<file path="src/rtl/ps2_typing_input.sv">
// PS/2 keyboard front end: conditions the raw lines, receives frames, decodes
// make/break codes to ASCII and counts accepted keys. Macro BACKSPACE_EN enables 0x66.
module ps2_typing_input #(
  parameter int FILTER_LEN  = 8,
  parameter int TIMEOUT_CYC = 10000,
  parameter int MAX_COUNT   = 15
) (
  input  logic       clk,
  input  logic       reset,
  input  logic       ps2_clk,
  input  logic       ps2_data,
  input  logic       clear,
  output logic [7:0] letter,
  output logic [7:0] counter,
  output logic       key_valid,
  output logic       frame_err
);
  localparam int FW = (FILTER_LEN  > 1) ? $clog2(FILTER_LEN)  : 1;
  localparam int TW = (TIMEOUT_CYC > 1) ? $clog2(TIMEOUT_CYC) : 1;

`ifdef BACKSPACE_EN
  localparam bit BS_EN = 1'b1;
`else
  localparam bit BS_EN = 1'b0;
`endif

  // ---------------- input conditioning ----------------
  logic [1:0]    clk_sync, dat_sync;
  logic          clk_s, dat_s, filt, flip, fall;
  logic [FW-1:0] fcnt;

  assign clk_s = clk_sync[1];
  assign dat_s = dat_sync[1];
  // filt flips on the FILTER_LEN-th consecutive sample that disagrees with it
  assign flip  = (clk_s != filt) && (fcnt == FW'(FILTER_LEN - 1));
  assign fall  = flip && filt;

  always_ff @(posedge clk or negedge reset) begin
    if (!reset) begin
      clk_sync <= 2'b11;
      dat_sync <= 2'b11;
      filt     <= 1'b1;
      fcnt     <= '0;
    end else begin
      clk_sync <= {clk_sync[0], ps2_clk};
      dat_sync <= {dat_sync[0], ps2_data};
      if (clk_s == filt) fcnt <= '0;
      else if (flip) begin
        filt <= clk_s;
        fcnt <= '0;
      end else fcnt <= fcnt + 1'b1;
    end
  end

  // ---------------- receiver FSM ----------------
  typedef enum logic [1:0] {RX_IDLE, RX_DATA, RX_PAR, RX_STOP} rx_t;
  rx_t           rx_st, rx_n;
  logic [7:0]    sh, sh_n;
  logic [2:0]    bcnt, bcnt_n;
  logic          par, par_n, perr, perr_n, byte_ready, rdy_n, ferr_n;
  logic [TW-1:0] tcnt, tcnt_n;

  always_ff @(posedge clk or negedge reset) begin
    if (!reset) begin
      rx_st      <= RX_IDLE;
      sh         <= '0;
      bcnt       <= '0;
      par        <= 1'b0;
      perr       <= 1'b0;
      tcnt       <= '0;
      byte_ready <= 1'b0;
      frame_err  <= 1'b0;
    end else begin
      rx_st      <= rx_n;
      sh         <= sh_n;
      bcnt       <= bcnt_n;
      par        <= par_n;
      perr       <= perr_n;
      tcnt       <= tcnt_n;
      byte_ready <= rdy_n;
      frame_err  <= ferr_n;
    end
  end

  always_comb begin
    rx_n   = rx_st;
    sh_n   = sh;
    bcnt_n = bcnt;
    par_n  = par;
    perr_n = perr;
    rdy_n  = 1'b0;
    ferr_n = 1'b0;
    tcnt_n = (rx_st == RX_IDLE || fall) ? '0 : tcnt + 1'b1;
    if (rx_st != RX_IDLE && !fall && tcnt == TW'(TIMEOUT_CYC - 1)) begin
      ferr_n = 1'b1;
      rx_n   = RX_IDLE;
      tcnt_n = '0;
    end else if (fall) begin
      case (rx_st)
        RX_IDLE: begin
          if (dat_s) ferr_n = 1'b1;
          else begin
            rx_n   = RX_DATA;
            bcnt_n = '0;
            par_n  = 1'b0;
          end
        end
        RX_DATA: begin
          sh_n   = {dat_s, sh[7:1]};
          par_n  = par ^ dat_s;
          bcnt_n = bcnt + 1'b1;
          if (bcnt == 3'd7) rx_n = RX_PAR;
        end
        RX_PAR: begin
          perr_n = ~(par ^ dat_s);  // data + parity must hold an odd count of ones
          rx_n   = RX_STOP;
        end
        default: begin
          rx_n = RX_IDLE;
          if (dat_s && !perr) rdy_n = 1'b1;
          else ferr_n = 1'b1;
        end
      endcase
    end
  end

  // ---------------- decode FSM ----------------
  typedef enum logic [1:0] {D_MAKE, D_BREAK, D_EXT, D_EXT_BREAK} dec_t;
  dec_t       dst, dst_n;
  logic [7:0] last_make, lm_n, let_n, cnt_n;
  logic       kv_n;
  logic [8:0] m;

  // {valid, ascii} for scan-code set 2
  function automatic logic [8:0] map_code(input logic [7:0] c);
    case (c)
      8'h1C: map_code = {1'b1, 8'h41}; 8'h32: map_code = {1'b1, 8'h42};
      8'h21: map_code = {1'b1, 8'h43}; 8'h23: map_code = {1'b1, 8'h44};
      8'h24: map_code = {1'b1, 8'h45}; 8'h2B: map_code = {1'b1, 8'h46};
      8'h34: map_code = {1'b1, 8'h47}; 8'h33: map_code = {1'b1, 8'h48};
      8'h43: map_code = {1'b1, 8'h49}; 8'h3B: map_code = {1'b1, 8'h4A};
      8'h42: map_code = {1'b1, 8'h4B}; 8'h4B: map_code = {1'b1, 8'h4C};
      8'h3A: map_code = {1'b1, 8'h4D}; 8'h31: map_code = {1'b1, 8'h4E};
      8'h44: map_code = {1'b1, 8'h4F}; 8'h4D: map_code = {1'b1, 8'h50};
      8'h15: map_code = {1'b1, 8'h51}; 8'h2D: map_code = {1'b1, 8'h52};
      8'h1B: map_code = {1'b1, 8'h53}; 8'h2C: map_code = {1'b1, 8'h54};
      8'h3C: map_code = {1'b1, 8'h55}; 8'h2A: map_code = {1'b1, 8'h56};
      8'h1D: map_code = {1'b1, 8'h57}; 8'h22: map_code = {1'b1, 8'h58};
      8'h35: map_code = {1'b1, 8'h59}; 8'h1A: map_code = {1'b1, 8'h5A};
      8'h29: map_code = {1'b1, 8'h20}; 8'h5A: map_code = {1'b1, 8'h0D};
      default: map_code = 9'h000;
    endcase
  endfunction

  assign m = map_code(sh);

  always_ff @(posedge clk or negedge reset) begin
    if (!reset) begin
      dst       <= D_MAKE;
      last_make <= '0;
      letter    <= '0;
      counter   <= '0;
      key_valid <= 1'b0;
    end else begin
      dst       <= dst_n;
      last_make <= lm_n;
      letter    <= let_n;
      counter   <= cnt_n;
      key_valid <= kv_n;
    end
  end

  always_comb begin
    dst_n = dst;
    lm_n  = last_make;
    let_n = letter;
    cnt_n = counter;
    kv_n  = 1'b0;
    if (byte_ready) begin
      case (dst)
        D_MAKE: begin
          if (sh == 8'hF0) dst_n = D_BREAK;
          else if (sh == 8'hE0) dst_n = D_EXT;
          else if (sh != last_make) begin  // equal code is a typematic repeat
            lm_n = sh;
            if (BS_EN && sh == 8'h66) begin
              if (counter != 8'd0) begin
                cnt_n = counter - 8'd1;
                let_n = 8'h08;
                kv_n  = 1'b1;
              end
            end else if (m[8] && counter < 8'(MAX_COUNT)) begin
              cnt_n = counter + 8'd1;
              let_n = m[7:0];
              kv_n  = 1'b1;
            end
          end
        end
        D_BREAK: begin
          if (sh == last_make) lm_n = 8'h00;
          dst_n = D_MAKE;
        end
        D_EXT:   dst_n = (sh == 8'hF0) ? D_EXT_BREAK : D_MAKE;
        default: dst_n = D_MAKE;
      endcase
    end
    if (clear) begin
      dst_n = D_MAKE;
      lm_n  = 8'h00;
      let_n = 8'h00;
      cnt_n = 8'h00;
      kv_n  = 1'b0;
    end
  end
endmodule

</file>
<file path="config.mk">
export PLATFORM = sky130hd
export DESIGN_NAME = ps2_typing_input
export DESIGN_NICKNAME = d
export VERILOG_FILES = /design/src/rtl/ps2_typing_input.sv
export SDC_FILE = /design/constraint.sdc
export NUM_CORES = 1
export LEC_CHECK = 0
export ABC_AREA = 1
export BUFFER_PORTS_ARGS = -buffer_cell sky130_fd_sc_hd__buf_2
export CAP_MARGIN = 0
export CORE_MARGIN = 10
export CORE_UTILIZATION = 61
export DETAILED_ROUTE_END_ITERATION = 6
export PLACE_DENSITY = 0.8
export SLEW_MARGIN = 10
export SYNTH_ARGS = -nofsm -noshare
export SYNTH_HDL_FRONTEND = slang
export SYNTH_SLANG_ARGS = --single-unit
export TNS_END_PERCENT = 30
</file>
<file path="constraint.sdc">
create_clock -name clk -period 2.51 [get_ports clk]
set_clock_uncertainty 0.05 [all_clocks]
set_input_delay 0.502 -clock clk [delete_from_list [all_inputs] [get_ports clk]]
set_output_delay 0.502 -clock clk [all_outputs]
set_load 0.03 [all_outputs]
</file>
==> flow_summary.ini <==
[run_status]
status = finished, final reports clean

[final_layout]
diodes = 0
num-nets-final = 535
final_common_cell = nand2_1
area_growth_pct = 9.82
layout_common_cells = nand2_1 (133), nand3_1 (74), dfrtp_1 (60)
drive_above_1_share_pct = 13.7
fill_cells = 495
multi_input_area_um2 = 1800
seqCellArea_um2 = 1630

[floorplan]
dieArea_um2 = 9750
rows = 28
die_h_um = 98.7
die_w_um = 98.7
initial_core_util_pct = 63.5
ioPinCount = 23
coreArea_um2 = 5960

[critical_path]
cp_data_arrival_time_ns = 2.42
critPathBufInv = 1
path_class = reg2reg
cp-start-kind = register
crit_path_end_kind = register
max_stage_delay_ns = 0.46
slowest_stage = dfrtp_1
cp_max_fo = 11
cp_cell_sequence = inv_1 > ha_1 > nand2_1 > nand2_2 > nand3_1 > nand2_1 > nand3_1 > nand2_2 > nand2_2 > nor2_4 > nand3_1 > nand2_1
critPathRequiredTime_ns = 2.74
crit_family = simple AND/OR/NAND/NOR gates

[logic_synthesis]
syn_area_um2 = 3780
ys_ff_latch = 65
synth_mux_area_share_pct = 0.298
yosys.area_share.adder_pct = 5.95
synth_top_family_by_area = simple AND/OR/NAND/NOR gates
synth_top_area_share_pct = 39.7
synth.avg_cell_area_um2 = 7.69
ys_seq_area_share_pct = 43.2
synth_top_area_cell = dfrtp_1
synthXorXnorAreaFrac_pct = 2.55
yosysUniqueCellTypes = 34
postSynthCellCount = 492
synthSimpleGateAreaFrac_pct = 32.3
synth_area_leaders = dfrtp_1 (40%), nand2_1 (13%), nand3_1 (9.8%)
yosysWarnings = 0
synth_compound_area_share_pct = 6.38
syn_nets = 515

[global_route]
grt_first_pass_wirelength_um = 14000
grt_max_degree = 42
use_met2_pct = 28.0
met1_usage_pct = 20.7
top_usage_layer = met2
track_usage_pct = 16.9
met3_usage_pct = 3.63
grt_pass1_vias = 3170
antenna_found_initial = 0
grt_overflow = 0

[timing]
whs_ns = 0.111
setup_tns_ns = 0
drv_slew = 0
finalSetupViolations = 0
worstMarginPinSlew_ns = 0.600
fin_crit_ns = 2.18
final_hold_viol_count = 0
fmax_mhz = 458
rsz0062_at_grt = no
period_share_pct = 87.0
slew_headroom_pct = 60.0

[pwr]
p_per_area_nw_per_um2 = 568
p_comb_share_pct = 5.2
netSwitchingPower_uw = 510
p_clk_share_pct = 47.6
p_seq_share_pct = 47.1
swShare_pct = 21.6
cellLeakagePower_nw = 2.20
p_int_mw = 1.85
max-vdd-ir-drop_mv = 0.572

[cts]
cts_tree = yes
htreeDepth = 3
numCtsBuffers = 9
clock_latency_ns = 0.34
root_buffer = clkbuf_8
cts.sinks = 65
clkTransAtPathRegs_ns = 0.08
clockBufferDepth = 2

[route]
avgRoutedWirePerCell_um = 13.6
drc = 0
vias_per_cell = 5.42
wl_um = 8040
drtAntennaViolNets = 0
num_vias = 3207
dr.pass1.iters = 5
drtIter0Drc = 201

[placed_design]
dpl.hpwl_um = 5640
numPortBuffers = 21
finalWeightedCongestion = 0.870

[job]
maxCapViolCount = 0

[min_path]
hold_class = in2async
[layer usage]
layer  vias to the layer above  share of wire (%)
li1                       1624                  -
met1                      1481                 44
met2                        89                 48
met3                        13                5.7
met4                         0                2.0
met5                         -                  0
[kinds of logic after synthesis]
logic type / after synthesis
DFF: 65
adders and majority gates: 18
and+or+nand+nor: 276
AOI/OAI and AO/OA: 45
muxes: 1
buffers and inverters: 75
xor gates and xnor gates: 11
other: 1
[worst paths after layout]
| check | cells past startpoint | start | slack [ns] | to |
|---|---|---|---|---|
| min | 1 | reset | 0.11 | letter[0] |
| max in group asynchronous | 2 | reset | 1.62 | dat_sync[0] |
| max reg2reg | 12 | sh[1] | 0.33 | letter[3] |
| max | 12 | sh[1] | 0.33 | letter[3] |
| min in group clk | 1 | ps2_data | 0.21 | dat_sync[0] |
| min reg2reg | 0 | clk_sync[0] | 0.31 | clk_sync[1] |
[power by group through the flow]
stage / Sequential (mW) / Combinational [mW] / Clock [mW]
CTS: 1.11 / 0.127 / 1.15
detailed placement: 1.13 / 0.126 / 0
finish: 1.11 / 0.124 / 1.12
global placement: 1.13 / 0.116 / 0
floorplan: 1.13 / 0.0803 / 0
global route: 1.12 / 0.146 / 1.20
[what timing repair did]
action / in CTS / in global routing
setup endpoints to repair: 0 / 6
hold buffers: 0 / 0
resized for setup: 0 / 1
setup buffers: 0 / 0
[metrics by stage]
| stage | power [mW] | setup WS [ns] | instances | instance area [um2] | util [%] |
|---|---|---|---|---|---|
| finish | 2.36 | 0.326 | 592 | 4150 | 69.7 |
| global route | 2.46 | 0.122 | 592 | 4150 | 69.7 |
| CTS | 2.38 | 0.201 | 592 | 4150 | 69.7 |
| detailed placement | 1.26 | 0.233 | 576 | 3890 | 65.4 |
| global placement | 1.25 | 0.346 | 576 | 3890 | 65.4 |
| floorplan | 1.21 | 0.671 | 492 | 3780 | - |
[Yosys cell counts (all sizes together)]
cell type	instances
nand2	143
nand3	75
dfrtp	60
inv	60
nor2	37
o21ai	31
ha	18
buf	14
a21oi	10
xnor2	7
nand4	6
nor3	6
dfstp	5
xor2	4
nor3b	3
nor4	3
o211ai	2
or2	2
a31oi	1
and3	1
clkbuf	1
conb	1
mux2	1
o22ai	1
[state kept, by name, indices dropped and copies added, names as in the netlist, 2 cells and up]
register,cells
last_make,8
counter,8
sh,8
clk_sync,2
fcnt,3
tcnt,14
bcnt,3
dst,2
letter,7
rx_st,2
dat_sync,2
[area by class of cell]
| class | instances | area share (%) |
|---|---|---|
| Timing Repair Buffer | 24 | 3.37 |
| Clock inverter | 4 | 2.38 |
| Sequential cell | 65 | 39.3 |
| Inverter | 60 | 5.54 |
| Multi-Input combinational cell | 352 | 43.4 |
| Clock buffer | 12 | 3.73 |
| Tap cell | 75 | 2.26 |
[worst reg2reg max path: cells and delay by family, from the launching register on]
family                     cells  cell delay (ns)
DFF                            1             0.46
buffers and inverters          1             0.23
and+or+nand+nor               10             1.12
adders and majority gates      1             0.27
Power figures use the tool's default switching activity.
